### config.mk
export PLATFORM = sky130hd
export DESIGN_NAME = memoria_parametrizada
export DESIGN_NICKNAME = d
export VERILOG_FILES = /design/src/rtl/memoria_parametrizada.sv
export SDC_FILE = /design/constraint.sdc
export NUM_CORES = 1
export LEC_CHECK = 0
export ABC_CLOCK_PERIOD_IN_PS = 2250
export CORE_UTILIZATION = 40
export DETAILED_ROUTE_END_ITERATION = 10
export DONT_BUFFER_PORTS = 1
export SLEW_MARGIN = 20
export SYNTH_ARGS = -nofsm -noshare
export SYNTH_HDL_FRONTEND = slang
export SYNTH_SLANG_ARGS = --single-unit
### constraint.sdc
create_clock -name clk -period 2.25 [get_ports clk]
set_input_delay 0.45 -clock clk [delete_from_list [all_inputs] [get_ports clk]]
set_output_delay 0.45 -clock clk [all_outputs]
set_load 0.02 [all_outputs]
### src/rtl/memoria_parametrizada.sv
// Single-port synchronous scratch RAM with a registered read port, a valid strobe,
// a hardware clear sweep after reset or on request, and out-of-range address detection.
module memoria_parametrizada #(
  parameter  int ANCHO       = 8,
  parameter  int PROFUNDIDAD = 16,
  localparam int AW          = $clog2(PROFUNDIDAD)
) (
  input  logic             clk,
  input  logic             rst,
  input  logic             wre,
  input  logic             rde,
  input  logic             clr,
  input  logic [ANCHO-1:0] DEentrada,
  input  logic [AW-1:0]    Direccion,
  output logic [ANCHO-1:0] DSalida,
  output logic             valido,
  output logic             ocupado,
  output logic             err_dir
);

  typedef enum logic {
    BORRADO   = 1'b0,
    OPERACION = 1'b1
  } estado_t;

  localparam logic [AW-1:0] ULTIMA = AW'(PROFUNDIDAD - 1);
  localparam logic [AW:0]   LIMITE = (AW + 1)'(PROFUNDIDAD);

  logic [ANCHO-1:0] mem [PROFUNDIDAD];
  estado_t          estado;
  logic [AW-1:0]    cnt;

  logic             en_rango;
  logic             acceso;
  logic             mem_we;
  logic [AW-1:0]    mem_dir;
  logic [ANCHO-1:0] mem_dato;

  // Only reachable as false when the depth is not a power of two.
  assign en_rango = ({1'b0, Direccion} < LIMITE);
  assign ocupado  = (estado == BORRADO);
  assign acceso   = (estado == OPERACION) && !clr;

  // The sweep and the user write share the single array write port.
  // NOTE: every output of an always_comb gets a default first so no latch is inferred.
  always_comb begin
    mem_we   = 1'b0;
    mem_dir  = Direccion;
    mem_dato = DEentrada;
    if (ocupado) begin
      mem_we   = 1'b1;
      mem_dir  = cnt;
      mem_dato = '0;
    end else if (acceso && wre && en_rango) begin
      mem_we = 1'b1;
    end
  end

  // NOTE: the array has no reset on purpose; the post-reset sweep zeroes it instead,
  // which keeps it mappable onto plain RAM macros.
  always_ff @(posedge clk) begin
    if (mem_we) mem[mem_dir] <= mem_dato;
  end

  // NOTE: sequential state uses non-blocking assignments only.
  always_ff @(posedge clk or negedge rst) begin
    if (!rst) begin
      estado  <= BORRADO;
      cnt     <= '0;
      DSalida <= '0;
      valido  <= 1'b0;
      err_dir <= 1'b0;
    end else begin
      case (estado)
        BORRADO: begin
          valido  <= 1'b0;
          err_dir <= 1'b0;
          if (clr) begin
            cnt <= '0;
          end else if (cnt == ULTIMA) begin
            estado <= OPERACION;
            cnt    <= '0;
          end else begin
            cnt <= cnt + AW'(1);
          end
        end
        OPERACION: begin
          if (clr) begin
            estado  <= BORRADO;
            cnt     <= '0;
            valido  <= 1'b0;
            err_dir <= 1'b0;
          end else begin
            valido  <= rde;
            err_dir <= (wre || rde) && !en_rango;
            // Write-first on a same-address read/write; out-of-range reads return zero.
            if (rde) begin
              if (!en_rango)  DSalida <= '0;
              else if (wre)   DSalida <= DEentrada;
              else            DSalida <= mem[Direccion];
            end
          end
        end
        default: estado <= BORRADO;
      endcase
    end
  end

endmodule

==> flow_summary.toml <==
[outcome]
outcome = "completed"

[yosys]
synth_edf_count = 128
synth_async_sr_flop_share_pct = 9.86
ys_top_cells_by_count = "edfxtp_1, mux2i_1, nor2_1, a21oi_1, nand2_1"
ys_ff_latch = 142
yosysUniqueCellTypes = 37
seq_area_frac_synth_pct = 71.9
avgSynthCellArea_um2 = 15.8
syn_inst = 370
yosys.area.top_type = "edfxtp_1"
syn_nets = 388
yosys-top-cells-area = "edfxtp_1, mux2i_1, dfrtp_1, mux4_1, a21oi_1"
yosysWarnings = 0
yosys.cell_count.top_type = "edfxtp_1"
synth-main-ff-cell = "edfxtp_1"
synth_top_area_share_pct = 65.9
syn_area_mm2 = 0.00584

[layout]
num_antenna_cells = 0
final_area_mm2 = 0.00674
fin_nets = 418
area_growth_pct = 15.4
drive_gt1_share_pct = 14.8
final_core_util_pct = 48.0

[timing]
fmax_ghz = 0.485
whs_ns = 0.0911
rsz0062_at_grt = "false"
fin_crit_ns = 2.06
fin_setup_tns_ns = 0
final.setup_skew_ns = 0.00585
slew_viol_final = 0
slew_headroom_pct = 32.0
setup_violations = 0
period_share_pct = 91.7
hold_viol_final = 0
tightest_slew_ns = 1.02

[worst_setup_path]
critPathMaxFanout = 19
arrival_ns = 2.10
worstReg2RegEnd = "mem[6][6]$_DFFE_PP_"
cp-end-kind = "flip-flop"
path_class = "flip-flop to flip-flop"
r2r_start = "estado$_DFF_PN0_"
cp-startpoint = "estado$_DFF_PN0_"
rrSetupSlack_ns = 0.19
setup.worst_path.end = "mem[6][6]$_DFFE_PP_"
reg2regPathDepth = 4
cp_data_required_time_ns = 2.29
start_kind = "flip-flop"

[route]
ant_nets = 0
wl_um = 13200
drtIter0Drc = 282
remaining_drc_errors = 0
wl_per_cell_um = 22.4
vias = 3267
first_pass_iters = 6
vias_per_cell = 5.52

[place]
port_buffers = 0
gp_congestion = 0.859
place_area_mm2 = 0.00612
post-dp-hpwl_um = 8860

[cts]
clock_sinks = 142
post-cts-setup-buffer-count = 0
cts_buffers = 17
cts_root_buf = "clkbuf_16"
clk-insertion-delay-late_ns = 0.41
ctsResizeCount = 0
cts_max_level = 4
clk_path_buf_depth = 2
clk_pin_slew_worst_paths_ns = 0.06
cts_tree = "built"
cts_hold_buffers = 1

[die]
coreArea_mm2 = 0.0140
initial_core_util_pct = 41.6
die_h_um = 123
pin_count = 28
std_cell_rows = 43
die_area_mm2 = 0.0151
die_x_um = 123

[power_and_ir_drop]
vdd_ir_drop_max_mv = 0.503
p_total_uw = 6060
p_leak_uw = 0.00250
powerDensity_mw_per_mm2 = 900

[hold_path]
hp-start = "clr"
hp-class = "input pin to flip-flop"

[grt]
gr-total-overflow = 0
grt_start_max_net_pins = 45
antenna_found_initial = 0
grt_usage_pct = 19.2
grt_pass1_vias = 3245
grt_pass1_wl_um = 19800

[flow_run]
drv_cap = 0
==> metal layers <==
layer,vias to the layer above,routed length (um),track usage (%)
met2,116,6170,28.7
met3,27,850,6.92
met5,-,0,0
met1,1636,5830,25.4
li1,1488,-,-
met4,0,387,7.85
==> metrics by stage <==
stage | std cells | worst slack (ns)
floorplan | 370 | 0.259
global placement | 560 | 0.200
detailed placement | 560 | 0.164
CTS | 592 | 0.146
global route | 592 | 0.0507
finish | 592 | 0.187
==> layout make-up <==
class / count / area, um^2
fillers: 1150 / 7300
clock inverters: 14 / 175
clock buffers: 17 / 425
inverters: 12 / 45.0
multi-input cells: 196 / 1440
well taps: 180 / 225
flip-flops and latches: 142 / 4190
repair buffers: 31 / 235
==> kinds of logic (layout without fill, tap and decap cells) <==
kind of cell | after synthesis | in the layout | synth area share [%]
flip-flops | 142 | 142 | 71.9
XOR/XNOR | 1 | 1 | 0.150
buffers and inverters | 32 | 74 | 3.56
other | 1 | 1 | 0.0642
multiplexers | 57 | 57 | 11.9
AND/OR/NAND/NOR | 72 | 72 | 5.60
AO/OA/AOI/OAI | 64 | 64 | 6.69
adder cells (fa/ha/maj) | 1 | 1 | 0.214
==> critical path, cell delays in order, from the launching register on <==
cell and delay (ns):
dfrtp_1 0.70, nand4bb_1 0.16, o21ai_0 0.13, nand2_1 0.11
nor2_1 0.58
==> layout by cell type, fill, tap and decap left out, drive strengths merged <==
| cell | synthesis | final |
|---|---|---|
| edfxtp | 128 | 128 |
| mux2i | 49 | 49 |
| nor2 | 32 | 32 |
| buf | 18 | 30 |
| a21oi | 27 | 27 |
| nand2 | 18 | 18 |
| clkbuf | 2 | 17 |
| dfrtp | 14 | 14 |
| a22oi | 14 | 14 |
| inv | 12 | 12 |
| a31oi | 9 | 9 |
| clkinv | 0 | 9 |
| mux4 | 8 | 8 |
| nand3 | 6 | 6 |
| o21ai | 6 | 6 |
| o211ai | 5 | 5 |
| bufinv | 0 | 4 |
| and2 | 3 | 3 |
| nand4 | 3 | 3 |
| a221oi | 3 | 3 |
| nor2b | 3 | 3 |
| nand2b | 1 | 1 |
| nand4b | 1 | 1 |
| nor3 | 1 | 1 |
| nand4bb | 1 | 1 |
| nor3b | 1 | 1 |
| nand3b | 1 | 1 |
| xnor2 | 1 | 1 |
| or3 | 1 | 1 |
| ha | 1 | 1 |
| conb | 1 | 1 |
| clkinvlp | 0 | 1 |
| dlygate4sd3 | 0 | 1 |
==> flip-flops by register name, summed over array words and instances (netlist names) <==
register and count:
mem 128, DSalida 8, cnt 4, estado 1, valido 1
==> report_power, final <==
part	internal, uW	switching (uW)
clock network	1830	1020
registers	2920	47.2
logic	108	149
total	4850	1220
==> worst min path at each step <==
| stage | to | slack, ns | depth (start not counted) |
|---|---|---|---|
| 2_1_floorplan | DSalida[0]$_DFFE_PN0P_ | 0.15 | 0 |
| 6_report | estado$_DFF_PN0_ | 0.09 | 1 |
| 4_1_cts | estado$_DFF_PN0_ | 0.08 | 1 |
| 3_3_place_gp | valido$_DFF_PN0_ | 0.15 | 0 |
| 3_5_place_dp | valido$_DFF_PN0_ | 0.15 | 0 |
| 5_1_grt | estado$_DFF_PN0_ | 0.07 | 1 |
No activity file was read; power rests on OpenSTA's default activity.
